--- src/rtl/rs_latch_driver_pkg.sv ---
// Shared definitions for the RS latch driver: FSM state encoding and counter widths.
package rs_latch_driver_pkg;

  localparam int DB_CNT_W    = 8;
  localparam int PULSE_CNT_W = 4;

  typedef enum logic [1:0] {
    IDLE  = 2'b00,
    SET_P = 2'b01,
    RST_P = 2'b10,
    GAP   = 2'b11
  } state_t;

endpackage

--- src/rtl/rs_latch_driver_if.sv ---
// Button inputs and latch-side outputs of the RS latch driver.
interface rs_latch_driver_if;
  logic set_btn;
  logic rst_btn;
  logic SDN;
  logic RDN;
  logic busy;
  logic conflict;
  logic dropped;

  modport master (
    output set_btn, rst_btn,
    input  SDN, RDN, busy, conflict, dropped
  );

  modport slave (
    input  set_btn, rst_btn,
    output SDN, RDN, busy, conflict, dropped
  );
endinterface

--- src/rtl/rs_debounce.sv ---
// Two-flop synchroniser, optional debounce filter and rising-edge detect for one button.
// The filter exists only when RS_LATCH_DRIVER_DEBOUNCE_EN is defined.
module rs_debounce
  import rs_latch_driver_pkg::*;
#(
  parameter int DEBOUNCE_CYCLES = 4
) (
  input  logic clk,
  input  logic reset,
  input  logic btn,
  output logic rise
);

  if (DEBOUNCE_CYCLES < 1 || DEBOUNCE_CYCLES > 255) begin : g_bad_db
    $error("rs_debounce: DEBOUNCE_CYCLES out of range 1..255");
  end

  logic sync1_reg;
  logic sync2_reg;
  logic prev_reg;
  logic level;

  always_ff @(posedge clk) begin
    if (reset) begin
      sync1_reg <= 1'b0;
      sync2_reg <= 1'b0;
      prev_reg  <= 1'b0;
    end else begin
      sync1_reg <= btn;
      sync2_reg <= sync1_reg;
      prev_reg  <= level;
    end
  end

`ifdef RS_LATCH_DRIVER_DEBOUNCE_EN
  localparam logic [DB_CNT_W-1:0] CNT_LAST = DB_CNT_W'(DEBOUNCE_CYCLES - 1);

  logic [DB_CNT_W-1:0] cnt_reg;
  logic                level_reg;

  // Counter tracks consecutive cycles the synchronised value disagrees with the level.
  always_ff @(posedge clk) begin
    if (reset) begin
      cnt_reg   <= '0;
      level_reg <= 1'b0;
    end else if (sync2_reg != level_reg) begin
      if (cnt_reg == CNT_LAST) begin
        level_reg <= sync2_reg;
        cnt_reg   <= '0;
      end else begin
        cnt_reg <= cnt_reg + 1'b1;
      end
    end else begin
      cnt_reg <= '0;
    end
  end

  assign level = level_reg;
`else
  assign level = sync2_reg;
`endif

  assign rise = level & ~prev_reg;

endmodule

--- src/rtl/rs_latch_driver.sv ---
// Drives the active-low SDN/RDN inputs of an RS latch from two debounced push buttons.
// Define RS_LATCH_DRIVER_DEBOUNCE_EN to include the debounce filter.
module rs_latch_driver
  import rs_latch_driver_pkg::*;
#(
  parameter int DEBOUNCE_CYCLES = 4,
  parameter int PULSE_WIDTH     = 2
) (
  input  logic               clk,
  input  logic               reset,
  rs_latch_driver_if.slave   bus
);

  if (PULSE_WIDTH < 1 || PULSE_WIDTH > 15) begin : g_bad_pw
    $error("rs_latch_driver: PULSE_WIDTH out of range 1..15");
  end

  localparam logic [PULSE_CNT_W-1:0] PULSE_LOAD = PULSE_CNT_W'(PULSE_WIDTH - 1);

  // Bit 0 is the set button, bit 1 the reset button.
  logic [1:0] btn_raw;
  logic [1:0] btn_rise;

  assign btn_raw = {bus.rst_btn, bus.set_btn};

  for (genvar gi = 0; gi < 2; gi++) begin : g_btn
    rs_debounce #(
      .DEBOUNCE_CYCLES(DEBOUNCE_CYCLES)
    ) u_debounce (
      .clk   (clk),
      .reset (reset),
      .btn   (btn_raw[gi]),
      .rise  (btn_rise[gi])
    );
  end

  state_t                 state_reg;
  logic [PULSE_CNT_W-1:0] pcnt_reg;
  logic                   sdn_reg;
  logic                   rdn_reg;
  logic                   busy_reg;
  logic                   conflict_reg;
  logic                   dropped_reg;

  always_ff @(posedge clk) begin
    if (reset) begin
      state_reg    <= IDLE;
      pcnt_reg     <= '0;
      sdn_reg      <= 1'b1;
      rdn_reg      <= 1'b1;
      busy_reg     <= 1'b0;
      conflict_reg <= 1'b0;
      dropped_reg  <= 1'b0;
    end else begin
      conflict_reg <= 1'b0;
      dropped_reg  <= 1'b0;
      case (state_reg)
        IDLE: begin
          // Coinciding edges are refused outright so the latch never sees both inputs low.
          if (btn_rise[0] && btn_rise[1]) begin
            conflict_reg <= 1'b1;
          end else if (btn_rise[0]) begin
            state_reg <= SET_P;
            sdn_reg   <= 1'b0;
            busy_reg  <= 1'b1;
            pcnt_reg  <= PULSE_LOAD;
          end else if (btn_rise[1]) begin
            state_reg <= RST_P;
            rdn_reg   <= 1'b0;
            busy_reg  <= 1'b1;
            pcnt_reg  <= PULSE_LOAD;
          end
        end
        SET_P, RST_P: begin
          dropped_reg <= |btn_rise;
          if (pcnt_reg == '0) begin
            state_reg <= GAP;
            sdn_reg   <= 1'b1;
            rdn_reg   <= 1'b1;
          end else begin
            pcnt_reg <= pcnt_reg - 1'b1;
          end
        end
        GAP: begin
          dropped_reg <= |btn_rise;
          state_reg   <= IDLE;
          busy_reg    <= 1'b0;
        end
        default: begin
          state_reg <= IDLE;
          sdn_reg   <= 1'b1;
          rdn_reg   <= 1'b1;
          busy_reg  <= 1'b0;
        end
      endcase
    end
  end

  assign bus.SDN      = sdn_reg;
  assign bus.RDN      = rdn_reg;
  assign bus.busy     = busy_reg;
  assign bus.conflict = conflict_reg;
  assign bus.dropped  = dropped_reg;

endmodule
--- src/flat_wrapper.sv ---
// flat-port wrapper written by rule: the top's interface ports become plain ports
module rs_latch_driver_flat import rs_latch_driver_pkg::*;
#(
  parameter int DEBOUNCE_CYCLES = 4,
  parameter int PULSE_WIDTH     = 2
)
  (clk, reset, bus_set_btn, bus_rst_btn, bus_SDN, bus_RDN, bus_busy, bus_conflict, bus_dropped);
  rs_latch_driver_if bus_i ();
  input  logic clk;
  input  logic reset;
  input wire logic [$bits(bus_i.set_btn)-1:0] bus_set_btn;
  input wire logic [$bits(bus_i.rst_btn)-1:0] bus_rst_btn;
  output wire logic [$bits(bus_i.SDN)-1:0] bus_SDN;
  output wire logic [$bits(bus_i.RDN)-1:0] bus_RDN;
  output wire logic [$bits(bus_i.busy)-1:0] bus_busy;
  output wire logic [$bits(bus_i.conflict)-1:0] bus_conflict;
  output wire logic [$bits(bus_i.dropped)-1:0] bus_dropped;
  assign bus_i.set_btn = bus_set_btn;
  assign bus_i.rst_btn = bus_rst_btn;
  assign bus_SDN = bus_i.SDN;
  assign bus_RDN = bus_i.RDN;
  assign bus_busy = bus_i.busy;
  assign bus_conflict = bus_i.conflict;
  assign bus_dropped = bus_i.dropped;
  rs_latch_driver #(.DEBOUNCE_CYCLES(DEBOUNCE_CYCLES), .PULSE_WIDTH(PULSE_WIDTH)) u_core (.clk(clk), .reset(reset), .bus(bus_i));
endmodule
--- config.mk ---
export PLATFORM = sky130hd
export DESIGN_NAME = rs_latch_driver_flat
export DESIGN_NICKNAME = d
export VERILOG_FILES = /design/src/rtl/rs_latch_driver_pkg.sv /design/src/rtl/rs_latch_driver_if.sv /design/src/rtl/rs_debounce.sv /design/src/rtl/rs_latch_driver.sv /design/src/flat_wrapper.sv
export SDC_FILE = /design/constraint.sdc
export NUM_CORES = 1
export LEC_CHECK = 0
export ABC_AREA = 0
export CAP_MARGIN = 20
export CORE_MARGIN = 5
export CORE_UTILIZATION = 42
export CTS_CLUSTER_SIZE = 24
export DETAILED_ROUTE_END_ITERATION = 6
export PLACE_DENSITY_LB_ADDON = 0.08
export SLEW_MARGIN = 15
export SYNTH_ARGS = -nofsm -noshare
export SYNTH_HDL_FRONTEND = slang
export SYNTH_SLANG_ARGS = --single-unit
--- constraint.sdc ---
create_clock -name clk -period 2.1 [get_ports clk]
set_input_delay 0.315 -clock clk [delete_from_list [all_inputs] [get_ports clk]]
set_output_delay 0.315 -clock clk [all_outputs]
set_load 0.05 [all_outputs]
==> impl_metrics.tcl, run 1 <==
set metrics [dict create \
    finalSetupViolations 0 \
    fin_crit_ns 1.751 \
    hp-class "reg -> reg" \
    first_pass_iters 4 \
    grt_pass1_vias 643 \
    vias 693 \
    fmax_mhz 571.0 \
    cp.arrival_ns 1.44 \
    status "complete, no violations" \
    drv_slew 0 \
    fin_worst_skew_ns 0.007425 \
    die_area_um2 3157 \
    hold_viol 0 \
    max_cap_viol_count 0 \
    root_buffer "clkbuf_4" \
    chipWidth_um 56.19 \
    cts_resized 0 \
    dp_hpwl_um 1210 \
    rrSetupSlack_ns 0.35 \
    wl_per_cell_um 12.36 \
    power_mw 1.303 \
    largest_register_ffs 4 \
    critical_path.top_delay_family "buffers and inverters" \
    drt_wl_total_um 1631 \
    slew_headroom 0.5900 \
    critical_path.cell_chain "clkdlybuf4s50_1" \
    max_stage_delay_ns 0.80 \
    core_um2 2002 \
    insertion_delay_ns 0.29 \
    antenna-diode-count 0 \
    postCtsHoldBufs 0 \
    final.setup.tns_ns 0 \
    ys_ff_latch 17 \
    critPathLaunch "u_core.bus.RDN" \
    rsz0062_at_grt "no" \
    drc 0 \
    crit_required_ns 1.78 \
    critPathMaxFanout 2 \
    r2r_start "u_core.state_reg[0]" \
    gr-total-overflow 0 \
    yosys_warnings 0 \
    mostFrequentLayoutCell "dfxtp_1" \
    ir_worst_vdd_uv 570.7 \
    grt_max_degree 16 \
    period_share 0.8340 \
    end_kind "output pin" \
    syn_nets 106 \
    cts_sinks 17 \
    cts_tree "done" \
    pwr_density_cell_nw_per_um2 1270 \
    cts.path.max_buffers 2 \
    drive_gt1_frac 0.1143 \
    seq_area_frac_synth 0.3799 \
    pin_count 9 \
    cp-start-kind "register" \
    routabilityCongestion 0.7938 \
    cp.depth 1 \
    die_h_um 56.19 \
    viasPerCell 5.250 \
    fin_nets 116 \
    syn_inst 96 \
    post-cts-setup-buffer-count 0 \
    ant_nets 0 \
    cts_buffers 3 \
    drt_iter0_markers 8 \
    synth_cell_types 37 \
    syn_area_per_cell_um2 9.332 \
    r2r_cells 6 \
    initial_utilization 0.4475 \
    cp-endpoint "bus_RDN" \
    path_class "reg -> out" \
    p_leak_nw 0.3946 \
    portBuffers 8 \
    syn_area_um2 895.9 \
    htreeDepth 1 \
    crit_buf_inv 1 \
    cts.clk_slew.worst_paths_ns 0.09 \
    timing_worst_slew_pin_value_ns 0.6120 \
    track_usage 0.1152 \
    slowest_stage "clkdlybuf4s50_1" \
    antenna_found_initial 0 \
    most-common-layout-cells "17 x dfxtp_1, 9 x inv_1, 8 x nor2b_1, 8 x clkdlybuf4s50_1, 6 x ha_1" \
    rows 16 \
    r2r_end "u_core.pcnt_reg[2]" \
    syn_to_final_growth_pct 14.52 \
    grt_pass1_wl_um 2815 \
]
through the flow:
stage	setup slack [ns]	cells	area [um2]	hold slack, ns	util
floorplan	0.4883	96	895.9	0.4138	-
finish	0.3486	132	1026	0.4530	0.5125
global route	0.1784	132	1026	0.4694	0.5125
detailed placement	0.3924	128	999.7	0.4335	0.4994
CTS	0.3376	132	1026	0.4610	0.5125
global placement	0.3771	128	999.7	0.4225	0.4994
worst register-to-register path, stage by stage (launching register included):
cell and delay, ns:
dfxtp_1 0.38, inv_1 0.10, ha_1 0.39, nand4bb_1 0.19, o21ai_0 0.15, a211oi_1 0.30, mux2i_1 0.20
power by group:
part           total, mW  internal [mW]  switching (mW)
logic              0.711          0.294           0.418
registers          0.420          0.378          0.0413
clock network      0.172         0.0740          0.0983
total               1.30          0.746           0.557
metal layers:
metal  vias up  routed length, um  global-route usage  part of all wire
met1       325                848              0.1556              0.52
met4         0                 46             0.09492             0.028
met5         -                  0                   0                 0
li1        354                  -                   -                 -
met2         9                687              0.1503              0.42
met3         5                 48             0.02784             0.029
synthesized netlist by cell type:
cell	instances	share of area
a2111oi_2	1	0.017
a211o_1	1	0.0098
a211oi_1	4	0.034
a211oi_2	1	0.014
a21boi_0	1	0.0084
a21o_1	3	0.025
a21oi_1	3	0.017
a221oi_1	1	0.0098
a31o_1	1	0.0098
a31oi_1	1	0.0070
a41oi_1	1	0.0098
and2_4	1	0.0098
buf_2	2	0.011
buf_4	1	0.0084
clkbuf_1	2	0.0084
dfxtp_1	17	0.38
ha_1	6	0.084
inv_1	9	0.038
mux2i_1	2	0.022
nand2_1	2	0.0084
nand2b_1	1	0.0070
nand2b_2	1	0.0098
nand2b_4	1	0.015
nand3_1	1	0.0056
nand3b_1	2	0.017
nand4_1	1	0.0070
nand4b_1	1	0.0098
nand4bb_1	1	0.013
nor2_1	5	0.021
nor2b_1	8	0.056
nor3_1	3	0.017
o211ai_1	2	0.017
o21ai_0	5	0.028
o21bai_1	1	0.0084
o31ai_1	1	0.0084
or3b_4	1	0.013
xnor2_2	1	0.018
cell type report:
type / instances / area (um2)
clock buffers: 4 / 26.28
flip-flops and latches: 17 / 340.3
inverters: 9 / 33.78
fillers: 197 / 975.9
well taps: 27 / 33.78
multi-input cells: 65 / 496.7
repair buffers: 10 / 95.09
logic make-up (layout without fill, tap and decap cells):
| family | Yosys count | count (layout) | synth area share |
|---|---|---|---|
| multiplexers | 2 | 2 | 0.02235 |
| AO/OA/AOI/OAI | 27 | 27 | 0.2221 |
| XOR/XNOR | 1 | 1 | 0.01816 |
| flip-flops | 17 | 17 | 0.3799 |
| AND/OR/NAND/NOR | 29 | 29 | 0.2081 |
| adder cells (fa/ha/maj) | 6 | 6 | 0.08380 |
| buffers and inverters | 14 | 23 | 0.06565 |
how the worst min path moves through the flow:
stage	startpoint	end	cells after the start
floorplan	u_core.g_btn[0].u_debounce.sync1_reg	u_core.g_btn[0].u_debounce.level	1
global placement	u_core.g_btn[0].u_debounce.sync1_reg	u_core.g_btn[0].u_debounce.level	1
detailed placement	u_core.g_btn[0].u_debounce.sync1_reg	u_core.g_btn[0].u_debounce.level	1
CTS	u_core.g_btn[0].u_debounce.sync1_reg	u_core.g_btn[0].u_debounce.level	1
global route	u_core.g_btn[1].u_debounce.sync1_reg	u_core.g_btn[1].u_debounce.level	1
finish	u_core.g_btn[1].u_debounce.sync1_reg	u_core.g_btn[1].u_debounce.level	1
Power figures use the tool's default switching activity.
==> run 2, diff against run 1 <==
- clock period: 2.1 -> 1.65 ns (I/O delays scaled with it)
==> impl_metrics.tcl, run 2 (same netlist as run 1, synthesis figures left out) <==
set metrics [dict create \
    ant_nets 0 \
    slowest_stage "or3b_4" \
    cts_buffers 3 \
    root_buffer "clkbuf_4" \
    hp-class "reg -> reg" \
    cts_tree "done" \
    first_pass_iters 2 \
    drive_gt1_frac 0.3130 \
    fmax_mhz 627.0 \
    cts_sinks 17 \
    p_switching_mw 0.7952 \
    timing_worst_slew_pin_value_ns 0.4049 \
    multi_input_area_um2 530.5 \
    initial_utilization 0.4475 \
    dpl_cell_area_um2 1060 \
    final.setup.tns_ns 0 \
    final_core_util 0.5688 \
    max_stage_delay_ns 0.40 \
    timing.hold.ws_ns 0.4545 \
    crit_required_ns 1.86 \
    htreeDepth 1 \
    insertion_delay_ns 0.30 \
    gr-total-overflow 0 \
    crit_buf_inv 1 \
    p_leak_nw 0.4615 \
    end_kind "register" \
    drt_wl_total_um 1774 \
    period_share 0.9667 \
    regArea_um2 342.8 \
    drc 0 \
    routabilityCongestion 0.7716 \
    grt_pass1_vias 661 \
    slew_headroom 0.7292 \
    antenna_found_initial 0 \
    cp-start-kind "register" \
    dp_hpwl_um 1291 \
    critical_path.cell_chain "inv_2 -> ha_4 -> or3b_4 -> and2_4 -> a21o_1 -> a31o_1" \
    critical_path.top_delay_family "simple AND/OR/NAND/NOR gates" \
    ir_worst_vdd_uv 743.5 \
    pwr_density_cell_nw_per_um2 1712 \
    antenna-diode-count 0 \
    die_h_um 56.19 \
    r2r_cells 6 \
    p_int_mw 1.154 \
    pwr-share-clk 0.118 \
    cp.depth 6 \
    critPathMaxFanout 5 \
    fin_worst_skew_ns 0.005918 \
    vias 714 \
    grt_max_degree 15 \
    seq_power_share 0.269 \
    hold_viol 0 \
    core_um2 2002 \
    pin_count 9 \
    die_area_um2 3157 \
    grt_pass1_wl_um 2842 \
    fin_crit_ns 1.595 \
    wl_per_cell_um 12.49 \
    drv_slew 0 \
    fin_nets 126 \
    fin_area_um2 1139 \
    fillCellCount 193 \
    viasPerCell 5.028 \
    most-common-layout-cells "16 x buf_4, 15 x dfxtp_1, 8 x nor2b_1" \
    min_delay_path_depth 1 \
    chipWidth_um 56.19 \
    largest_register_ffs 4 \
    drt_iter0_markers 3 \
    max_cap_viol_count 0 \
    cp.arrival_ns 1.80 \
    finalSetupViolations 0 \
    cts.clk_slew.worst_paths_ns 0.10 \
    track_usage 0.1148 \
    path_class "reg -> reg" \
    cts.path.max_buffers 2 \
    portBuffers 8 \
    post-place-ws_ns 0.03030 \
    rows 16 \
    p_sw_frac 0.4080 \
    syn_to_final_growth_pct 27.09 \
    comb_power_share 0.613 \
    status "complete, no violations" \
    setup_slack_ns 0.05503 \
    mostFrequentLayoutCell "buf_4" \
]
## run 2: final timing paths
check	slack (ns)	start	endpoint
worst max-delay path	0.06	u_core.pcnt_reg[1]	u_core.state_reg[1]
worst max register to register	0.06	u_core.pcnt_reg[1]	u_core.state_reg[1]
worst min register to register	0.45	u_core.g_btn[1].u_debounce.sync1_reg	u_core.g_btn[1].u_debounce.level
worst min-delay path	0.45	u_core.g_btn[1].u_debounce.sync1_reg	u_core.g_btn[1].u_debounce.level
## run 2: power groups by stage
stage	Sequential (mW)	Clock (mW)	Combinational, mW
after floorplan	0.592	0	0.660
after global placement	0.531	0	1.04
after detailed placement	0.532	0	1.04
after CTS	0.522	0.243	1.05
after global routing	0.535	0.262	1.31
final	0.525	0.230	1.19
## run 2: final cells by class
| class | instances | area share |
|---|---|---|
| clock inverter | 1 | 0.004396 |
| inverter | 9 | 0.02967 |
| sequential | 17 | 0.3011 |
| timing repair buffer | 20 | 0.1495 |
| clock buffer | 3 | 0.01978 |
| tap | 27 | 0.02967 |
| multi-input combinational | 65 | 0.4659 |
## run 2: what timing repair did
item / CTS / global route
pin swaps: 1 / 4
endpoints found under the setup margin: 1 / 5
setup buffers: 0 / 2
gates resized for setup: 0 / 11
endpoints found under the hold margin: 0 / 0
hold buffers: 0 / 0
## run 2: metal layers
metal / track usage / up-vias / wire length, um
met5: 0 / - / 0
met4: 0.08136 / 0 / 49
met3: 0.02320 / 5 / 65
met2: 0.1836 / 9 / 809
met1: 0.1351 / 323 / 849
li1: - / 377 / -
## run 2: stage by stage
step	total power, mW	std cells
after floorplan	1.252	96
after global placement	1.573	136
after detailed placement	1.575	136
after CTS	1.813	140
after global routing	2.107	142
final	1.949	142
